**config.mk**
```make
export PLATFORM = sky130hd
export DESIGN_NAME = integer_alu_sched
export DESIGN_NICKNAME = d
export VERILOG_FILES = /design/src/rtl/integer_alu_sched.sv
export SDC_FILE = /design/constraint.sdc
export NUM_CORES = 1
export LEC_CHECK = 0
export BUFFER_PORTS_ARGS = -buffer_cell sky130_fd_sc_hd__buf_2
export CAP_MARGIN = 20
export CORE_AREA = 3 3 165 167
export DETAILED_ROUTE_END_ITERATION = 16
export DIE_AREA = 0 0 168 170
export HOLD_SLACK_MARGIN = 0.15
export PLACE_DENSITY = 0.5
export SLEW_MARGIN = 10
export SYNTH_ARGS = -nofsm -noshare
export SYNTH_HDL_FRONTEND = slang
export SYNTH_SLANG_ARGS = --single-unit
export TNS_END_PERCENT = 10
```
**constraint.sdc**
```tcl
create_clock -name clock -period 2.74 [get_ports clock]
set_clock_uncertainty 0.15 [all_clocks]
set_input_delay 0.137 -clock clock [delete_from_list [all_inputs] [get_ports clock]]
set_output_delay 0.137 -clock clock [all_outputs]
set_load 0.02 [all_outputs]
```
**src/rtl/integer_alu_sched.sv**
```systemverilog
// Round-robin front end sharing one integer_alu core between requesters.
// Drives the core's start/ready/done handshake and routes results back.
module integer_alu_sched #(
    parameter int NREQ    = 4,
    parameter int OPW     = 32,
    parameter int CODEW   = 4,
    parameter int TIMEOUT = 1024
) (
    input  logic                  clock,
    input  logic                  reset,
    input  logic [NREQ-1:0]       req_valid,
    output logic [NREQ-1:0]       req_ready,
    input  logic [NREQ*OPW-1:0]   req_a,
    input  logic [NREQ*OPW-1:0]   req_b,
    input  logic [NREQ*CODEW-1:0] req_code,
    output logic [NREQ-1:0]       rsp_valid,
    input  logic [NREQ-1:0]       rsp_ready,
    output logic [OPW-1:0]        rsp_data,
    output logic                  alu_start,
    output logic [OPW-1:0]        alu_a,
    output logic [OPW-1:0]        alu_b,
    output logic [CODEW-1:0]      alu_code,
    input  logic                  alu_ready,
    input  logic                  alu_done,
    input  logic [OPW-1:0]        alu_result,
    output logic                  stall,
    output logic [NREQ-1:0]       stall_owner
);

    localparam int IW = $clog2(NREQ);
    localparam int CW = $clog2(TIMEOUT);
    localparam logic [IW:0]     NREQ_W   = (IW+1)'(NREQ);
    localparam logic [IW-1:0]   LAST_RST = IW'(NREQ - 1);
    localparam logic [CW-1:0]   CNT_MAX  = CW'(TIMEOUT - 1);
    localparam logic [NREQ-1:0] ONE      = NREQ'(1);

    typedef enum logic [1:0] {
        IDLE,
        ISSUE,
        WAIT,
        RESP
    } state_t;

    state_t          state;
    logic [IW-1:0]   owner;
    logic [IW-1:0]   last;
    logic [IW-1:0]   grant;
    logic [IW:0]     sum;
    logic            any;
    logic [OPW-1:0]  result;
    logic [CW-1:0]   cnt;
    logic [NREQ-1:0] grant_oh;
    logic [NREQ-1:0] owner_oh;
    logic            to_resp;

    // Round-robin pick: first pending requester above the last one served.
    always_comb begin
        grant = '0;
        any   = 1'b0;
        sum   = '0;
        for (int k = 1; k <= NREQ; k++) begin
            sum = {1'b0, last} + (IW+1)'(k);
            if (sum >= NREQ_W) begin
                sum = sum - NREQ_W;
            end
            if (!any && req_valid[sum[IW-1:0]]) begin
                any   = 1'b1;
                grant = sum[IW-1:0];
            end
        end
    end

    assign grant_oh  = ONE << grant;
    assign owner_oh  = ONE << owner;
    assign req_ready = (state == IDLE && any && !reset) ? grant_oh : '0;
    assign rsp_valid = (state == RESP) ? owner_oh : '0;
    assign rsp_data  = result;
    assign alu_start = (state == ISSUE);
    assign to_resp   = (state == ISSUE && alu_ready && alu_done) ||
                       (state == WAIT && alu_done);

    // Handshake FSM, operand/result latches and stall watchdog.
    always_ff @(posedge clock) begin
        if (reset) begin
            state       <= IDLE;
            owner       <= '0;
            last        <= LAST_RST;
            alu_a       <= '0;
            alu_b       <= '0;
            alu_code    <= '0;
            result      <= '0;
            cnt         <= '0;
            stall       <= 1'b0;
            stall_owner <= '0;
        end else begin
            unique case (state)
                IDLE: begin
                    if (any) begin
                        alu_a    <= req_a[int'(grant)*OPW +: OPW];
                        alu_b    <= req_b[int'(grant)*OPW +: OPW];
                        alu_code <= req_code[int'(grant)*CODEW +: CODEW];
                        owner    <= grant;
                        cnt      <= '0;
                        state    <= ISSUE;
                    end
                end
                ISSUE: begin
                    if (alu_ready) begin
                        state <= alu_done ? RESP : WAIT;
                    end
                end
                WAIT: begin
                    if (alu_done) begin
                        state <= RESP;
                    end
                end
                RESP: begin
                    if (rsp_ready[owner]) begin
                        last  <= owner;
                        state <= IDLE;
                    end
                end
                default: state <= IDLE;
            endcase
            if (to_resp) begin
                result <= alu_result;
            end
            // Counter saturates; the first stall keeps its owner.
            if ((state == ISSUE || state == WAIT) && !to_resp) begin
                if (cnt == CNT_MAX) begin
                    if (!stall) begin
                        stall       <= 1'b1;
                        stall_owner <= owner_oh;
                    end
                end else begin
                    cnt <= cnt + 1'b1;
                end
            end
        end
    end

endmodule

```
## After elaboration in Yosys (flattened, before gate mapping)

Index checks and enable logic that the tools add are counted.

| word-level totals | value |
|---|---|
| bits in registers | 121 |
| output and inout bits | 114 |

| operators by class | value |
|---|---|
| magnitude comparators | 9 |
| reductions and logical operators | 22 |
| shift operators | 5 |
| muxes and demuxes | 34 |
| bitwise operators | 1 |
| eq/ne operators | 8 |
| add/subtract/negate cells | 9 |

Operator list:

| kind | count |
|---|---|
| $shiftx A128 B8 Y32 | 2 |
| $mux W10 | 4 |
| $mux W2 | 12 |
| $shiftx A16 B5 Y4 | 1 |
| $lt A2 B3 Y1 const B | 5 |
| $ge A3 B3 Y1 const B | 4 |
| $add A10 B1 Y10 const B | 1 |
| $bmux W1 S2 | 5 |
| $eq A10 B10 Y1 const B | 1 |
| $mux W1 | 10 |
| $logic_and A1 B1 Y1 | 9 |
| $mux W4 | 2 |
| $pmux W2 S4 | 1 |
| $shl A1 B2 Y4 const A | 2 |
| $sub A2 B1 Y2 const B | 4 |
| $add A2 B2 Y3 const B | 2 |
| $reduce_and A2 Y1 | 3 |
| $logic_not A1 Y1 | 5 |
| $eq A2 B2 Y1 const B | 2 |
| $ne A2 B1 Y1 const B | 2 |
| $ne A2 B2 Y1 const B | 2 |
| $reduce_and A4 Y1 | 1 |
| $add A2 B1 Y3 const B | 1 |
| $add A2 B3 Y3 const B | 1 |
| 5 further kinds | 6 |

## Logic depth before layout (Yosys ltp)

Gate-level depths: netlist (run 1).

| logic depth | value |
|---|---|
| depth in word-level cells | 19 |
| gate-level depth with buffers | 9 |
| mapped depth without buffers | 7 |

## Worst setup path after synthesis (run 1)

OpenSTA, ideal clock, no wires.

| timing | value |
|---|---|
| kind | reg-to-reg |
| start | register state[1] |
| end | register stall_owner[0] |
| slack | 0.589 ns |
| cell stages (with the launch flop) | 9 |
| required time | 2.462 ns |
| period minus slack after synthesis | 2.151 ns |
| path buffers | 1 |
| data arrival time | 1.874 ns |
| path through | dfxtp_1 -> inv_1 -> ha_1 -> a21o_1 -> a21boi_0 -> and3_1 -> clkbuf_1 -> mux2i_1 -> nor2_1 |

| on the way | value |
|---|---|
| cells in the longest elaborated chain, start to end | 7 |
| elaborated cells between the ends (all ways) | 10 |
| classes of those cells | 2 x eq/ne; 8 x reduce/logical |

Ends and longest elaborated chain:

| element | RTL line | source |
|---|---|---|
| from (decl) | 44 | `state_t state;` |
| from (signal assigned) | 109 | `state <= alu_done ? RESP : WAIT;` |
| $eq A2 B1 Y1 (*) | -- |  |
| via alu_start | 19 | `output logic alu_start,` |
| $logic_and A1 B1 Y1 (2 in series) | 79 | `assign to_resp = (state == ISSUE && alu_ready && alu_done) \|\|` |
| $logic_or A1 B1 Y1 | 79 |  |
| $logic_not A1 Y1 | 129 | `if ((state == ISSUE \|\| state == WAIT) && !to_resp) begin` |
| $logic_and A1 B1 Y1 (*) | 129 |  |
| $reduce_and A3 Y1 (no line) (*) | -- |  |
| to (signal assigned) | 133 | `stall_owner <= owner_oh;` |
| to (decl) | 27 | `output logic [NREQ-1:0] stall_owner` |

Mark *: on every way through the listed nets, which the timed path passes. The rest lies on a longest branch.
A chain may end at the register's enable or synchronous reset.

## Worst setup path after layout (run 1)

| timing | value |
|---|---|
| start | register last[0] |
| end | register alu_a[7] |

| on the way | value |
|---|---|
| cells in the longest elaborated chain, start to end | 16 |
| elaborated cells between the ends (all ways) | 40 |
| classes of those cells | 8 x add/sub; 4 x order compare; 1 x shift; 20 x mux; 7 x reduce/logical |

Ends and longest elaborated chain:

| element | RTL line | source |
|---|---|---|
| from (decl) | 46 | `logic [IW-1:0] last;` |
| from (signal assigned) | 119 | `last <= owner;` |
| $add A2 B1 Y3 | 62 | `sum = {1'b0, last} + (IW+1)'(k);` |
| $ge A3 B3 Y1 / $sub A2 B1 Y2 (equally long branches) | 63, 64 |  |
| $mux W2 | 63 | `if (sum >= NREQ_W) begin` |
| $bmux W1 S2 | 66 | `if (!any && req_valid[sum[IW-1:0]]) begin` |
| $mux W1 (implied by the code) | 66 |  |
| $mux W1 | 66 |  |
| $logic_not A1 Y1 | 66 |  |
| $logic_and A1 B1 Y1 | 66 |  |
| $mux W1 | 66 |  |
| $logic_not A1 Y1 | 66 |  |
| $logic_and A1 B1 Y1 | 66 |  |
| $mux W1 | 66 |  |
| $logic_not A1 Y1 | 66 |  |
| $logic_and A1 B1 Y1 | 66 |  |
| $mux W2 / $mux W1 (equally long branches) | 66 |  |
| $shiftx A128 B8 Y32 / $reduce_and A2 Y1 (equally long branches) | -- |  |
| to (signal assigned) | 99 | `alu_a <= req_a[int'(grant)*OPW +: OPW];` |
| to (decl) | 20 | `output logic [OPW-1:0] alu_a,` |

Several ways; a longest one is shown, not always the timed one. The select of a mux whose other input is x is not followed.

==> summary.txt, run 1 <==
Run status
  • Status: finished clean

STA
  • Slew @ Worst Pin: 609 ps
  • Slew HR: 59.0%
  • Hold Vio Cnt, Final: 0
  • Final worst path period need: 2690 ps
  • Setup ws final: 53.0 ps
  • Number of setup violations in the final report: 0
  • RSZ-0062 raised after global routing: true
  • Slew Limit Fails: 0
  • Total negative slack: 0 ps
  • Fmax achieved: 372 MHz
  • Final Cycle Share: 98.1%

Setup path
  • R2R depth: 6
  • Crit-path slowest cell: dlygate4sd3_1
  • R2r setup slk: 50 ps
  • FF-to-FF Start: last[0]
  • CP Data Arrival Time: 2840 ps
  • Reg2reg end: alu_a[7]
  • Worst path max stage delay: 580 ps
  • CP Cell Sequence: nor2b_1 > a32o_2 > buf_4 > a222oi_1 > a311oi_1 > dlygate4sd3_1
  • Crit path kind: reg -> reg
  • Worst Setup End Kind: flop
  • CP Max Fanout: 26
  • Required @ worst endpoint: 2890 ps
  • CP startpoint kind: flop

Logic synthesis
  • Synthesized area per cell: 8.27 um2
  • Gate Count Post-Synth: 709
  • Synthesized area: 5860 um2
  • Post-synthesis sequential area ratio: 41.3%
  • Synth warnings: 0
  • #FFs+latches synth: 121
  • EDFF count, synth: 0
  • Ys flop type: dfxtp_1
  • Share of synthesized registers carrying an async set or reset: 0%
  • Distinct cells, synth: 47
  • Post-synth net total: 1031

Min path
  • Min-Delay Path Class: in -> reg
  • Hold Crit Start: alu_ready
  • Hold path depth: 6
  • Hold path endpoint: state[0]

Pwr
  • Clock share of power: 26.2%
  • Internal: 5.63 mW
  • Sequential power share: 28.3%
  • Sw frac: 39.0%
  • Pwr Density: 819 nW/um2
  • Static leakage: 5.23 nW
  • Maximum vdd ir drop: 0.341 mV
  • Comb power frac: 45.5%
  • P_sw: 3.60 mW

GRT
  • Largest net degree at the start of global routing: 76
  • Total gr overflow: 0
  • Initial antenna violation count: 6
  • First-pass GRT wire length: 45.2 mm
  • Total GRT Usage: 19.8%
  • Vias in the first global route: 8289

Placement
  • Count of input and output buffers: 429
  • Setup WS pre-CTS: 393 ps
  • HPWL after DPL: 20.7 mm
  • Placer's final routability congestion estimate: 0.808

Drt
  • DRT antenna net count: 0
  • Routed met1 length: 11.9 mm
  • Vias: 8372
  • Starting DRC count in detailed routing: 806
  • Drt wl/cell: 17.9 um
  • Residual DRC: 0
  • Drt first pass iters: 10
  • Max layer used: met4
  • Wire length on met2: 14.8 mm
  • Via/cell ratio: 4.97
  • Met3 WL post-DR: 2.51 mm
  • Final wirelength: 30.1 mm

Cells and area
  • Most common cell after layout, fill and taps aside: buf_2
  • Area Overhead vs Synth: 92.1%
  • Final Util: 43.5%
  • Layout cells sized above 1: 36.7%
  • Most frequent cells in the layout: buf_2 (428), dlygate4sd3_1 (224), nand2_1 (145), dfxtp_1 (120), nor2_1 (87)
  • Final nets: 1652
  • Filler cell count: 2588

Clock tree
  • Num Clock Sinks: 121
  • Clk_lat worst skew: 410 ps
  • Longest Clk Path Bufs: 2
  • TritonCTS clock tree: built
  • Clk Tree Root Cell: clkbuf_16
  • H-tree depth: 4
  • Reg clk slew, reported paths: 60 ps
  • CTS Buf Count: 17

Floorplan
  • Core Region: 25900 um2
  • Die W: 168 um
  • I/O pin cnt: 430
  • Die area: 28600 um2
  • Initial Util: 22.6%
  • Die height: 170 um
  • Site Rows: 59

Flow run
  • Max_cap viols: 0
-- repair_timing --
item | in CTS | in global routing
resized for setup | 0 | 4
endpoints found under the setup margin | 0 | 40
hold endpoints to repair | 105 | 0
hold buffers | 224 | 0
setup buffers | 0 | 3
-- stage by stage --
stage	instances	hold slack, ps	area (um2)	power, mW
final	1686	188	11300	9.22
after global routing	1682	197	11300	9.79
after CTS	1674	162	11200	9.25
after detailed placement	1419	238	8340	6.20
after global placement	1419	235	8340	6.19
after floorplan	709	123	5860	4.81
-- flip-flops by register name (all words and copies together) (netlist names) --
| name | cells |
|---|---|
| rsp_data | 32 |
| owner | 2 |
| alu_b | 32 |
| state | 2 |
| alu_a | 32 |
| stall | 1 |
| alu_code | 4 |
| cnt | 10 |
| stall_owner | 4 |
| last | 2 |
-- cell families after synthesis --
| group | Yosys count | synth area share, % |
|---|---|---|
| compound gates | 224 | 31.2 |
| fa+ha+maj | 6 | 1.28 |
| flops | 121 | 41.3 |
| buf+inv | 81 | 6.10 |
| simple gates | 270 | 18.7 |
| mux | 7 | 1.41 |
-- metal layers --
layer | global-route usage, % | up-vias
li1 | - | 3948
met1 | 23.8 | 3921
met2 | 33.5 | 445
met3 | 5.32 | 58
met4 | 8.08 | 0
met5 | 0 | -
-- final cells by class --
cell class                 count  area, um2  share of cell area, %
clock inverter                14        198                   1.76
inverter                       8       30.0                  0.267
sequential                   121       2420                   21.5
tap                          335        419                   3.72
timing repair buffer         675       4630                   41.1
multi-input combinational    507       3120                   27.7
clock buffer                  17        425                   3.78
antenna                        9       22.5                  0.200
-- worst max-delay path, delay by kind of cell, from the launching register on --
kind | cells | cell delay (ps)
compound gates | 3 | 970
buf+inv | 2 | 820
flops | 1 | 500
simple gates | 1 | 110
-- power groups by stage --
stage / clock network, mW / registers (mW) / logic (mW)
after CTS: 2.48 / 2.60 / 4.17
after floorplan: 0 / 3.25 / 1.56
final: 2.42 / 2.61 / 4.20
after global routing: 2.56 / 2.68 / 4.55
after global placement: 0 / 2.62 / 3.56
after detailed placement: 0 / 2.62 / 3.57
-- cell usage after synthesis (all sizes together), types with 3 or more instances --
| master | count | area share [%] |
|---|---|---|
| mux2i | 6 | 1.0 |
| clkbuf | 52 | 3.3 |
| nor3b | 3 | 0.38 |
| ha | 6 | 1.3 |
| nor2b | 7 | 0.75 |
| a21boi | 4 | 0.51 |
| nor3 | 4 | 0.34 |
| a311oi | 70 | 10 |
| inv | 8 | 0.51 |
| or3 | 3 | 0.32 |
| nor2 | 90 | 5.8 |
| nand2 | 146 | 9.3 |
| o21ai | 21 | 1.8 |
| buf | 21 | 2.3 |
| nor4 | 3 | 0.32 |
| a21oi | 40 | 3.4 |
| dfxtp | 121 | 41 |
| a222oi | 68 | 12 |
| nand3 | 6 | 0.51 |
-- worst max path at each step --
stage                            start        endpoint  slack, ps  depth (start not counted)
after floorplan               state[1]  stall_owner[0]        590                          8
after global placement    req_valid[1]        alu_a[0]        450                          7
after detailed placement  req_valid[1]       alu_b[24]        390                          7
after CTS                      last[1]     alu_code[2]         10                          7
after global routing           last[0]        alu_a[7]        -30                          6
final                          last[0]        alu_a[7]         50                          6
Power figures use the tool's default switching activity.
==> run 2, diff against run 1 <==
--- a/config.mk
+++ b/config.mk
@@ -7,11 +7,11 @@
 export LEC_CHECK = 0
 export BUFFER_PORTS_ARGS = -buffer_cell sky130_fd_sc_hd__buf_2
 export CAP_MARGIN = 20
-export CORE_AREA = 3 3 165 167
+export CORE_AREA = 3 3 168 170
 export DETAILED_ROUTE_END_ITERATION = 16
-export DIE_AREA = 0 0 168 170
+export DIE_AREA = 0 0 171 173
 export HOLD_SLACK_MARGIN = 0.15
-export PLACE_DENSITY = 0.5
+export PLACE_DENSITY = 0.48
 export SLEW_MARGIN = 10
 export SYNTH_ARGS = -nofsm -noshare
 export SYNTH_HDL_FRONTEND = slang
==> run 2 against run 1 <==
  * Final area shrank 1.4%
  * Sequential power is essentially flat
  * Via count shrank 1.2%
  * Clock-buffer cell count is the same
  * Register-to-register slack gained 80 ps
  * Die area grew 3.6%
  * Non-clock buffer count shrank 19
  * Sequential share of layout area grew 0.33 points
  * Worst hold slack gained 6.2 ps
  * Sequential cell count is the same
  * Clock power shrank 5%
  * Critical endpoint is now alu_a[16]
  * Largest cell class unchanged
==> summary.txt, run 2 (synthesis results as in run 1) <==
Run status
  • Status: finished clean

Floorplan
  • Die W: 171 um (+1.8%)
  • Die height: 173 um (+1.8%)
  • Initial Util: 21.8% (-0.81 points)
  • Die area: 29600 um2 (+3.6%)
  • I/O pin cnt: 430 (unchanged)
  • Core Region: 26900 um2 (+3.7%)
  • Site Rows: 60 (+1.7%)

STA
  • Hold Vio Cnt, Final: 0 (unchanged)
  • Total negative slack: 0 ps (unchanged)
  • Slew HR: 49.7% (-9.3 points)
  • Fmax achieved: 384 MHz (+3.1%)
  • Number of setup violations in the final report: 0 (unchanged)
  • Hold_ws: 194 ps (+6.16 ps)
  • Slew @ Worst Pin: 755 ps (+146 ps)
  • Final Cycle Share: 95.1% (-2.9 points)
  • Final worst path period need: 2610 ps (-80.0 ps)
  • Setup ws final: 133 ps (+80.0 ps)
  • Slew Limit Fails: 0 (unchanged)

Drt
  • Via/cell ratio: 4.94 (-0.45%)
  • Drt wl/cell: 18.3 um (+2.2%)
  • Residual DRC: 0 (unchanged)
  • Drt first pass iters: 9 (-1)
  • Starting DRC count in detailed routing: 637 (-21%)
  • Final wirelength: 30.6 mm (+1.4%)
  • Vias: 8275 (-1.2%)
  • DRT antenna net count: 0 (unchanged)

Setup path
  • Crit path kind: reg -> reg
  • Required @ worst endpoint: 2890 ps (about the same)
  • CP Data Arrival Time: 2760 ps (-80 ps)
  • Worst Setup End Kind: flop
  • R2r setup slk: 130 ps (+80 ps)
  • CP Max Fanout: 30 (+15%)
  • CP startpoint kind: flop

Placement
  • Placed instance count: 1431 (+0.85%)
  • Count of input and output buffers: 429 (unchanged)
  • Placer's final routability congestion estimate: 0.898 (+11%)
  • Area post-placement: 8450 um2 (+1.2%)
  • Setup WS pre-CTS: 354 ps (-38.7 ps)
  • HPWL after DPL: 21.4 mm (+3.3%)

Pwr
  • Internal: 5.66 mW (+0.50%)
  • P_sw: 3.72 mW (+3.4%)
  • Sequential power share: 28.1% (-0.2 points)
  • Clock share of power: 24.6% (-1.6 points)
  • Static leakage: 5.20 nW (-0.67%)
  • Sw frac: 39.7% (+0.69 points)
  • Maximum vdd ir drop: 0.441 mV (+29%)
  • Comb power frac: 47.4% (+1.9 points)
  • Pwr Density: 845 nW/um2 (+3.1%)
  • Total power: 9.38 mW (+1.6%)

Clock tree
  • Reg clk slew, reported paths: 60 ps (about the same)
  • CTS Buf Count: 17 (unchanged)
  • TritonCTS clock tree: built
  • H-tree depth: 4 (unchanged)
  • Clk Tree Root Cell: clkbuf_16
  • Longest Clk Path Bufs: 2 (unchanged)
  • Clk_lat worst skew: 410 ps (about the same)
  • Num Clock Sinks: 121 (unchanged)

GRT
  • Initial antenna violation count: 10 (+4)
  • Largest net degree at the start of global routing: 67 (-12%)
  • First-pass GRT wire length: 45.2 mm (about the same)
  • Vias in the first global route: 8296 (+0.084%)
  • Total GRT Usage: 19.3% (-0.49 points)
  • Total gr overflow: 0 (unchanged)

Cells and area
  • Final Util: 41.3% (-2.2 points)
  • Filler cell count: 2752 (+6.3%)
  • Final nets: 1633 (-1.2%)
  • Final Instance Area: 11100 um2 (-1.4%)
  • Layout cells sized above 1: 37.9% (+1.2 points)
  • Multi-input logic area: 3120 um2 (about the same)
  • Area Overhead vs Synth: 89.4%
  • Most common cell after layout, fill and taps aside: buf_2
  • Reg area: 2420 um2 (about the same)
  • Final Non-Filler Cells: 1674 (-0.71%)
  • Most frequent cells in the layout: buf_2 (428), dlygate4sd3_1 (198), nand2_1 (145), dfxtp_1 (119), nor2_1 (87)

Min path
  • Min-Delay Path Class: in -> reg

Flow run
  • Max_cap viols: 0 (unchanged)
-- run 2: cell count changes in the layout (fill, tap and decap cells not counted), sizes merged --
cell          delta
bufinv           -2
inv              +3
clkinv           -1
clkbuf           +1
dlygate4sd3     -26
clkinvlp         +1
buf              +5
dlymetal6s4s     +1
-- run 2: what timing repair did --
action | 4_1_cts | 5_1_grt
hold buffers | 199 | 0
resized for setup | 0 | 6
hold endpoints to repair | 111 | 0
setup buffers | 0 | 2
endpoints found under the setup margin | 0 | 62
-- run 2: layout make-up --
type | instances | share of cell area (%)
Tap cell | 341 | 3.84
Antenna cell | 9 | 0.203
Sequential cell | 121 | 21.8
Timing Repair Buffer | 656 | 40.4
Inverter | 8 | 0.271
Clock buffer | 17 | 3.83
Clock inverter | 15 | 1.50
Multi-Input combinational cell | 507 | 28.1
-- run 2: worst paths after layout --
path	start	to	cells past startpoint
max reg2reg	last[1]	alu_a[16]	6
min reg2reg	rsp_data[2]	rsp_data[2]	2
min	req_valid[1]	owner[0]	5
max	last[1]	alu_a[16]	6
-- run 2: critical path: stages, from the launching register on --
cell and delay (ps):
dfxtp_2 360, a21o_1 190, a32o_2 380, buf_12 210, a222oi_1 410, a311oi_1 160
dlygate4sd3_1 600
-- run 2: routing by layer --
layer	up-vias	part of all wire [%]	track usage (%)
met4	0	3.8	9.42
li1	3920	-	-
met5	-	0	0
met3	68	8.0	5.28
met2	407	50	33.2
met1	3880	38	21.8
-- run 2: power by group through the flow --
stage | Clock [mW] | Combinational, mW | Sequential, mW
floorplan | 0 | 1.56 | 3.25
global placement | 0 | 3.66 | 2.65
detailed placement | 0 | 3.67 | 2.66
CTS | 2.37 | 4.33 | 2.62
global route | 2.44 | 4.81 | 2.69
finish | 2.30 | 4.44 | 2.63
